File: src/rtl/v810_bus_arb.sv
// Two-port (fetch / data) arbiter in front of the v810_mem internal port.
// Fair tie-break on the last owner; each grant ends on EDACK or after TMO CE cycles.
module v810_bus_arb #(
    parameter int unsigned TMO = 64
) (
    input  logic        CLK,
    input  logic        RES,
    input  logic        CE,
    input  logic [31:0] IA,
    input  logic        IREQ,
    output logic        IACK,
    output logic [31:0] ID,
    input  logic [31:0] DA,
    input  logic [31:0] DWD,
    input  logic [1:0]  DBC,
    input  logic [3:0]  DBE,
    input  logic        DWR,
    input  logic        DREQ,
    output logic [31:0] DRD,
    output logic        DACK,
    output logic [31:0] EDA,
    output logic [31:0] EDD_O,
    output logic [1:0]  EDBC,
    output logic [3:0]  EDBE,
    output logic        EDWR,
    output logic        EDREQ,
    input  logic [31:0] EDD_I,
    input  logic        EDACK,
    output logic        ERR
);

    typedef enum logic [1:0] {
        IDLE  = 2'd0,
        GNT_I = 2'd1,
        GNT_D = 2'd2
    } state_t;

    localparam logic [7:0] TMO_LAST_C = 8'(TMO - 1);

    state_t      state_r;
    logic        last_r;
    logic [7:0]  cnt_r;
    logic        hit_tmo_s;
    logic        done_s;

    // Pick the next owner; on a tie the port that did not own the bus last wins.
    function automatic state_t arbitrate(input logic ireq, input logic dreq, input logic last);
        state_t nxt;
        if (ireq && dreq) begin
            nxt = last ? GNT_I : GNT_D;
        end else if (ireq) begin
            nxt = GNT_I;
        end else if (dreq) begin
            nxt = GNT_D;
        end else begin
            nxt = IDLE;
        end
        return nxt;
    endfunction

    // Grant termination: EDACK completes, otherwise the wait counter times out.
    always_comb begin
        hit_tmo_s = (cnt_r == TMO_LAST_C);
        if (CE && !RES && (state_r != IDLE)) begin
            done_s = EDACK || hit_tmo_s;
        end else begin
            done_s = 1'b0;
        end
    end

    // Arbiter FSM, last-owner flag and per-grant wait counter.
    always_ff @(posedge CLK) begin
        if (RES) begin
            state_r <= IDLE;
            last_r  <= 1'b1;
            cnt_r   <= 8'd0;
        end else if (CE) begin
            case (state_r)
                IDLE: begin
                    state_r <= arbitrate(IREQ, DREQ, last_r);
                    cnt_r   <= 8'd0;
                end
                GNT_I: begin
                    if (done_s) begin
                        last_r  <= 1'b0;
                        cnt_r   <= 8'd0;
                        // A timeout always drops EDREQ for a cycle via IDLE.
                        state_r <= EDACK ? arbitrate(1'b0, DREQ, 1'b0) : IDLE;
                    end else begin
                        cnt_r   <= cnt_r + 8'd1;
                    end
                end
                GNT_D: begin
                    if (done_s) begin
                        last_r  <= 1'b1;
                        cnt_r   <= 8'd0;
                        state_r <= EDACK ? arbitrate(IREQ, 1'b0, 1'b1) : IDLE;
                    end else begin
                        cnt_r   <= cnt_r + 8'd1;
                    end
                end
                default: begin
                    state_r <= IDLE;
                    cnt_r   <= 8'd0;
                end
            endcase
        end
    end

    // Memory-side request, steered by the current owner.
    always_comb begin
        EDREQ = 1'b0;
        EDA   = 32'd0;
        EDD_O = 32'd0;
        EDBC  = 2'd0;
        EDBE  = 4'd0;
        EDWR  = 1'b0;
        case (state_r)
            GNT_I: begin
                EDREQ = 1'b1;
                EDA   = IA;
                EDBE  = 4'b1111;
                EDBC  = 2'b10;
            end
            GNT_D: begin
                EDREQ = 1'b1;
                EDA   = DA;
                EDD_O = DWD;
                EDBC  = DBC;
                EDBE  = DBE;
                EDWR  = DWR;
            end
            default: begin
                EDREQ = 1'b0;
            end
        endcase
    end

    // Completion strobes and read-data return; a timeout returns zero data.
    always_comb begin
        IACK = done_s && (state_r == GNT_I);
        DACK = done_s && (state_r == GNT_D);
        ERR  = done_s && !EDACK;
        if (IACK && EDACK) begin
            ID = EDD_I;
        end else begin
            ID = 32'd0;
        end
        if (DACK && EDACK) begin
            DRD = EDD_I;
        end else begin
            DRD = 32'd0;
        end
    end

endmodule

File: config.mk
export PLATFORM = sky130hd
export DESIGN_NAME = v810_bus_arb
export DESIGN_NICKNAME = d
export VERILOG_FILES = /design/src/rtl/v810_bus_arb.sv
export SDC_FILE = /design/constraint.sdc
export NUM_CORES = 1
export LEC_CHECK = 0
export ABC_AREA = 1
export CORE_ASPECT_RATIO = 0.9
export CORE_MARGIN = 10
export CORE_UTILIZATION = 23
export DETAILED_ROUTE_END_ITERATION = 8
export GPL_TIMING_DRIVEN = 0
export HOLD_SLACK_MARGIN = 0.08
export PLACE_DENSITY_LB_ADDON = 0.25
export SKIP_LAST_GASP = 1
export SYNTH_ARGS = -nofsm -noshare
export SYNTH_HDL_FRONTEND = slang
export SYNTH_SLANG_ARGS = --single-unit
export TNS_END_PERCENT = 20
File: constraint.sdc
create_clock -name CLK -period 1.82 [get_ports CLK]
set_input_delay 0.364 -clock CLK [delete_from_list [all_inputs] [get_ports CLK]]
set_output_delay 0.364 -clock CLK [all_outputs]
set_load 0.02 [all_outputs]
### After elaboration in Yosys (flattened, before gate mapping)

Cells that the tools add are included.

* register bits after elaboration: 11

* $add $sub $neg: 1
* eq/ne operators: 5
* muxes and demuxes: 24
* reductions and logical operators: 17

Operator list (number)
* 2-to-1 mux 32 bit: 3
* one-hot mux 32 bit (2 select lines): 1
* 2-to-1 mux 2 bit: 8
* 2-to-1 mux 8 bit: 2
* adder 8 x 1 -> 8 bit (second input constant): 1
* equality test 8 x 6 -> 1 bit (second input constant): 1
* logical AND 1 bit: 8
* one-hot mux 4 bit (2 select lines): 1
* 2-to-1 mux 1 bit: 6
* one-hot mux 2 bit (3 select lines): 1
* inequality test 2 bit (second input constant): 2
* one-hot mux 2 bit (2 select lines): 1
* AND reduction 4 bit: 1
* nonzero test 2 bit: 2
* AND reduction 3 bit: 1
* equality test 2 x 1 -> 1 bit (second input constant): 1
* equality test 2 bit (second input constant): 1
* zero test 1 bit: 2
* zero test 2 bit: 1
* one-hot mux 1 bit (2 select lines): 1
* OR reduction 2 bit: 1
* logical OR 1 bit: 1

### Longest topological paths before layout

Gate-level depths: netlist of run 1.

* word-level depth: 7
* mapped depth: 10
* gate-level depth less buffers: 10

### Least setup slack after synthesis of run 1

Ideal clock, no wire load.

* path kind: flip-flop to output port
* start point: register state_r[0]
* end point: output port DRD[10]
* data arrival time: 1.560 ns
* data required time: 1.456 ns
* path slack: -0.104 ns
* stages on the path, launching flop included: 9
* path through: dfxtp_1 > inv_1 > ha_1 > nor3_4 > nand2_4 > nor2_8 > nand2_4 > buf_12 > nor2_4

* cells in the longest elaborated chain, start to end: 6
* elaborated cells between the ends (all ways): 7

RTL lines
* start: declaration: RTL line 40 `state_t state_r;`
* start signal: assignment: RTL line 80 `state_r <= arbitrate(IREQ, DREQ, last_r);`
* start signal: assignment: RTL line 88 `state_r <= EDACK ? arbitrate(1'b0, DREQ, 1'b0) : IDLE;`
* start signal: assignment: RTL line 97 `state_r <= EDACK ? arbitrate(IREQ, 1'b0, 1'b1) : IDLE;`
* nonzero test 2 bit: RTL line 64 `if (CE && !RES && (state_r != IDLE)) begin`
* logical AND 1 bit: RTL line 64
* 2-to-1 mux 1 bit: RTL line 64
* logical AND 1 bit (*): RTL line 142 `DACK = done_s && (state_r == GNT_D);`
* named net DACK: RTL line 20 `output logic DACK,`
* logical AND 1 bit (*): RTL line 149 `if (DACK && EDACK) begin`
* 2-to-1 mux 32 bit (*): RTL line 149
* end: declaration: RTL line 19 `output logic [31:0] DRD,`

The timed path passes the listed nets; every way through them passes the cells marked *.

### Final worst setup path of run 1

* start point: register state_r[0]
* end point: output port DRD[10]

* cells in the longest elaborated chain, start to end: 6
* elaborated cells between the ends (all ways): 7

RTL lines (RTL line)
* nonzero test 2 bit: 64
* logical AND 1 bit: 64
* 2-to-1 mux 1 bit: 64
* logical AND 1 bit (*): 142
* logical AND 1 bit (*): 149
* 2-to-1 mux 32 bit (*): 149

Mark *: on every way between the ends. The rest lies on a longest branch, timed or not.

==> results of run 1 <==
## final timing paths
check / from / end / slack (ns) / cells after the start
max reg2reg: cnt_r[0] / cnt_r[3] / 0.33 / 11
min reg2reg: cnt_r[0] / cnt_r[0] / 0.52 / 2
min: CE / cnt_r[2] / 0.38 / 2
max: state_r[0] / DRD[10] / -0.35 / 9
## flip-flops by register name (all words and copies together), names as in the netlist
register and count:
last_r 1, cnt_r 8, state_r 2
## stage by stage
step / worst slack, ns / total power [W] / hold slack [ns] / area (sq um)
6_report: -0.352 / 0.00199 / 0.377 / 5290
5_1_grt: -0.444 / 0.00212 / 0.391 / 5290
4_1_cts: -0.359 / 0.00197 / 0.373 / 5090
3_5_place_dp: -1.01 / 0.00175 / 0.468 / 5100
3_3_place_gp: -0.977 / 0.00174 / 0.460 / 5100
2_1_floorplan: -0.0523 / 0.000974 / 0.426 / 2160
## area by class of cell
cell class              count  area [sq um]  area share, %
repair buffers            291          2790           52.7
well taps                 122           153           2.88
diodes                      1          2.50         0.0473
multi-input cells         274          1510           28.6
plain buffers              21           218           4.11
inverters                  87           335           6.34
clock buffers               4          45.0          0.851
flip-flops and latches     11           235           4.45
## timing repair
item | 4_1_cts | 5_1_grt
setup buffers | 5 | 5
endpoints found under the setup margin | 139 | 139
resized for setup | 418 | 43
pin swaps | 3 | 2
gates cloned | 1 | 2
## layer usage
layer  track usage [%]  wire length (um)
met5                 0                 0
met4              3.81               160
met3              8.43              1620
met2              33.4              6960
met1              15.8              4410
## cells by family (layout without fill, tap and decap cells)
logic type	Yosys count	after routing	share of synthesized area, %
compound gates	48	48	11.5
flops	11	11	10.3
fa+ha+maj	5	5	2.92
other cells	0	1	0
simple gates	217	217	52.1
buf+inv	109	403	21.6
xor+xnor	4	4	1.64
## worst max-delay path, stage by stage (launching register included)
cell,delay (ns)
dfxtp_4,0.35
inv_4,0.06
ha_2,0.17
buf_6,0.13
clkinvlp_4,0.14
nor2_8,0.17
nand2_8,0.12
buf_12,0.18
nor2_4,0.11
buf_6,0.12
## power groups by stage
stage | Combinational (W) | Clock [W] | Sequential (W)
finish | 0.00146 | 0.000253 | 0.000273
global placement | 0.00146 | 0 | 0.000273
global route | 0.00158 | 0.000267 | 0.000275
CTS | 0.00145 | 0.000255 | 0.000270
floorplan | 0.000702 | 0 | 0.000272
detailed placement | 0.00148 | 0 | 0.000275
## placed cells by master, fill, tap and decap left out, types with 4 or more instances in the layout
cell type | Yosys | final
nand3_1 | 8 | 8
nor2_4 | 31 | 31
buf_2 | 1 | 8
clkbuf_4 | 0 | 5
nor2_1 | 48 | 48
clkdlybuf4s50_1 | 0 | 138
inv_1 | 85 | 82
buf_4 | 1 | 41
clkdlybuf4s15_2 | 0 | 6
dfxtp_1 | 11 | 7
buf_6 | 0 | 26
o21ai_0 | 5 | 5
clkbuf_8 | 0 | 8
a21oi_1 | 41 | 40
nand2_1 | 122 | 121
dfxtp_4 | 0 | 4
dlygate4sd2_1 | 0 | 73
==> results.md, run 1 <==
- Hold Crit Class: input pin to flop
- TritonCTS Buffers: 3
- Number of synthesized register bits: 11
- Final Wtd Congestion: 0.846
- Status: complete, but fails checks
- Clk Latency, worst-skew pair: 0.24 ns
- Initial DRC count: 65
- Pin count of the biggest net entering global routing: 11
- Sequential fraction of design power: between 10% and 20%
- NetSw: a little over 0.0009 W
- Share of cells above drive strength 1: between 20% and 30%
- Post-synth ARST share: 0%
- Pwr per Cell Area: 376 nW/um^2
- Setup TNS: -34.78 ns
- Final WS setup: -0.352 ns
- Die Area: 13,600 sq um
- H-tree levels: 1
- Die X: 122 um
- Share of the synthesized area in the top cell type: 21.4%
- Vias in the first global route: 3,348
- Max Cap Viol: 0
- Peak Freq: 460 MHz
- Arr. time, crit path: between 1.5 and 2 ns
- RSZ-0062 raised after global routing: yes
- Routed Antenna Nets: 0
- # rows: 33
- GRT Util Overall: approximately 17%
- Post-route insts no fill: approximately 810
- Post-synthesis cell count: 394
- YS warnings: 0
- Nets: 835
- Max-slew headroom: about four fifths
- Crit Path Max Fanout: 8
- Port-buffer cells: 278
- First-pass GRT wire length: 18,800 um
- Endpoints failing setup: about 140
- Period utilization: 119%
- Core area: 9080 sq um
- Hold_buf cts: 0
- Fillers: 898
- Critical path class: flop to output pin
- Fin crit period: 2.17 ns
- Ys flop type: dfxtp_1
- Cell Area, Synth: 2140 sq um
- GR Overflow Total: 0
- Clock sink count: 11
- Cell Int Power: 0.00108 W
- Average wire per standard cell: 16.2 um
- Average size of a mapped cell: 5.43 sq um
- Synth top area cells: nand2_1 (21%), nor2_4 (16%), inv_1 (15%), dfxtp_1 (10%), a21oi_1 (9.6%)
- Placed cells: 794
- Worst Skew: 0.00207 ns
- Fin util: 58.3%
- Vias: 3,332
- CTS tree: built
- Clk slew on worst S/H paths: 0.05 ns
- Seq/Total Area, Yosys: between 10% and 20%
- Worst setup SP type: flop
- Vias/cell: 4.11
- Residual DRC: 0
- Distinct cells, synth: 24
- Most common cell in the netlist: nand2_1
- Static Leak: 2.83 nW
- Root buffer cell: clkbuf_8
- DIE HEIGHT: between 100 and 150 um
- Violated checks: negative setup slack
- Switching share of power: a little under half
- Highest ir drop seen on vdd: 236 uV
- Worst-Margin Slew: 0.297 ns
- Final hold vios: 0
- Top post-synthesis cells by count: nand2_1 (122), inv_1 (85), nor2_1 (48)
- IO Count: 280
- Combinational Power Share: 73.5%
- Worst EP required: 1.46 ns
- Hpwl dp: 11,400 um
- Starting Density: 23.6%
- Clk network pwr share: 12.7%
- Routed wire length: roughly 13,000 um
- DR pass1 iterations: 4
- Initial antenna violation count: 1
- Maximum clock path buffer count: 2
- Area leader, netlist: nand2_1
- Number of flops mapped to enable cells by yosys: 0
- Setup crit end kind: output pin
- Area grow syn2layout: 147%
- Syn_nets: 540
- Pins Over Slew Limit: 0
No activity file was read; power rests on OpenSTA's default activity.
==> run 2: changes to the inputs <==
--- a/config.mk
+++ b/config.mk
@@ -6,10 +6,9 @@
 export NUM_CORES = 1
 export LEC_CHECK = 0
 export ABC_AREA = 1
-export CORE_ASPECT_RATIO = 0.9
-export CORE_MARGIN = 10
-export CORE_UTILIZATION = 23
+export CORE_AREA = 2 2 109 111
 export DETAILED_ROUTE_END_ITERATION = 8
+export DIE_AREA = 0 0 111 113
 export GPL_TIMING_DRIVEN = 0
 export HOLD_SLACK_MARGIN = 0.08
 export PLACE_DENSITY_LB_ADDON = 0.25
==> run 2 against run 1 <==
Against the previous run: the run still ends with negative setup slack left; sequential power shrank 1%; critical path depth grew 1; first-iteration DRC count grew 9.2%; clock-buffer cell count is the same; utilization shrank 11 points; non-clock buffer count is the same; sequential cell count is the same; highest routed layer unchanged.
==> results.md, run 2 (same netlist as run 1, synthesis figures left out) <==
- Status: complete, but fails checks
- Largest registers: cnt_r (8), state_r (2), last_r (1)
- H-tree levels: 1
- Final Wtd Congestion: 0.917
- Die X: between 100 and 150 um
- Worst-Margin Slew: 0.284 ns
- Highest ir drop seen on vdd: between 200 and 300 uV
- Worst Skew: between 0.002 and 0.003 ns
- Die Area: 12,500 sq um
- Period utilization: 123%
- Initial antenna violation count: 0
- Pin count of the biggest net entering global routing: 11
- DR pass1 iterations: 4
- TritonCTS Buffers: 3
- Area grow syn2layout: 148%
- Clk network pwr share: 19.5%
- Max Cap Viol: 0
- Most common cell after layout, fill and taps aside: clkdlybuf4s50_1
- RSZ-0062 raised after global routing: yes
- Vias in the first global route: 3,345
- Final hold vios: 0
- Switching share of power: 42.7%
- IO Count: between 200 and 300
- Clk Latency, worst-skew pair: 0.25 ns
- DIE HEIGHT: 113 um
- Starting Density: 19.0%
- Routed wire length: 11,000 um
- Combinational Power Share: 68.0%
- Root buffer cell: clkbuf_16
- Largest register by flop count: cnt_r
- Average wire per standard cell: 13.3 um
- Residual DRC: 0
- Maximum clock path buffer count: 2
- CTS tree: built
- GR Overflow Total: 0
- Hpwl dp: a little over 9000 um
- Hold_buf cts: 0
- Worst setup SP type: flop
- NetSw: approximately 0.00092 W
- Core area: between 10,000 and 15,000 sq um
- Nets: 835
- Max reg flops: 8
- Port-buffer cells: 278
- GRT Util Overall: 16.4%
- Fin crit period: 2.24 ns
- Final antenna diode count: 0
- Static Leak: 2.90 nW
- Fillers: 1,186
- Initial DRC count: 71
- Pins Over Slew Limit: 0
- Violated checks: negative setup slack
- Fin util: 47.2%
- Final WS setup: -0.415 ns
- Overall power: 0.00216 W
- Setup crit end kind: output pin
- Clock sink count: 11
- Critical path class: flop to output pin
- Routed Antenna Nets: 0
- Commonest non-fill, non-tap cells in the layout: clkdlybuf4s50_1 (138), nand2_1 (121), inv_1 (83)
- Hold Crit Class: input pin to flop
- Clk slew on worst S/H paths: 0.05 ns
- Sequential fraction of design power: 12.5%
- Worst EP required: around 1.5 ns
- Crit Path Max Fanout: 8
- Endpoints failing setup: between 100 and 150
- First-pass GRT wire length: 16,900 um
- Setup TNS: -33.62 ns
- Share of cells above drive strength 1: 24.1%
- Peak Freq: 447 MHz
- Max-slew headroom: 81.1%
- Pwr per Cell Area: 406 nW/um^2
- Vias: approximately 3,400
- Arr. time, crit path: between 1.5 and 2 ns
- # rows: 39
- Fin Hold WS: 0.368 ns
- Vias/cell: 4.03
- Cell Int Power: 0.00124 W
## run 2: layout make-up
| class | instances | area (sq um) | share of cell area (%) |
|---|---|---|---|
| Timing Repair Buffer | 291 | 2790 | 52.4 |
| Tap cell | 143 | 179 | 3.37 |
| Sequential cell | 11 | 230 | 4.33 |
| Clock buffer | 4 | 78.8 | 1.48 |
| Buffer | 21 | 196 | 3.69 |
| Multi-Input combinational cell | 274 | 1520 | 28.5 |
| Inverter | 87 | 327 | 6.14 |
## run 2: power by group through the flow
stage          logic [W]  clock network [W]  registers [W]
2_1_floorplan   0.000702                  0       0.000272
3_5_place_dp     0.00147                  0       0.000274
6_report         0.00147           0.000420       0.000269
5_1_grt          0.00160           0.000432       0.000272
3_3_place_gp     0.00147                  0       0.000273
4_1_cts          0.00145           0.000416       0.000268
## run 2: metrics by stage
| stage | std cells | setup slack [ns] | cell area [sq um] |
|---|---|---|---|
| 4_1_cts | 823 | -0.449 | 5140 |
| 3_5_place_dp | 815 | -1.03 | 5120 |
| 3_3_place_gp | 815 | -1.01 | 5120 |
| 6_report | 831 | -0.415 | 5320 |
| 2_1_floorplan | 394 | -0.0523 | 2160 |
| 5_1_grt | 831 | -0.480 | 5320 |
## run 2: repair_timing
action,4_1_cts,5_1_grt
buffers inserted,4,5
gates cloned,1,3
endpoints found under the setup margin,139,139
pin swaps,2,6
resized for setup,303,124
## run 2: worst paths after layout
path | slack, ns | to | depth (start not counted) | startpoint
hold reg to reg | 0.50 | cnt_r[0] | 2 | cnt_r[0]
setup reg to reg | 0.27 | cnt_r[3] | 10 | state_r[1]
hold / removal | 0.37 | cnt_r[2] | 2 | CE
setup / recovery | -0.42 | DRD[20] | 10 | state_r[1]
## run 2: worst max-delay path, cell delays in order (launching register included)
cell       delay (ns)
dfxtp_2          0.35
inv_2            0.07
ha_4             0.17
nor3_4           0.16
buf_6            0.15
nand2_8          0.06
nor2_8           0.14
nand2_8          0.11
clkbuf_16        0.20
nor2_4           0.08
buf_4            0.14
## run 2: layer usage
layer / up-vias / global-route usage (%) / part of all wire [%] / wire length [um]
li1: 1731 / - / - / -
met1: 1440 / 16.5 / 35 / 3840
met2: 165 / 32.7 / 54 / 5940
met3: 16 / 4.71 / 9.3 / 1020
met4: 0 / 4.50 / 2.1 / 227
met5: - / 0 / 0 / 0
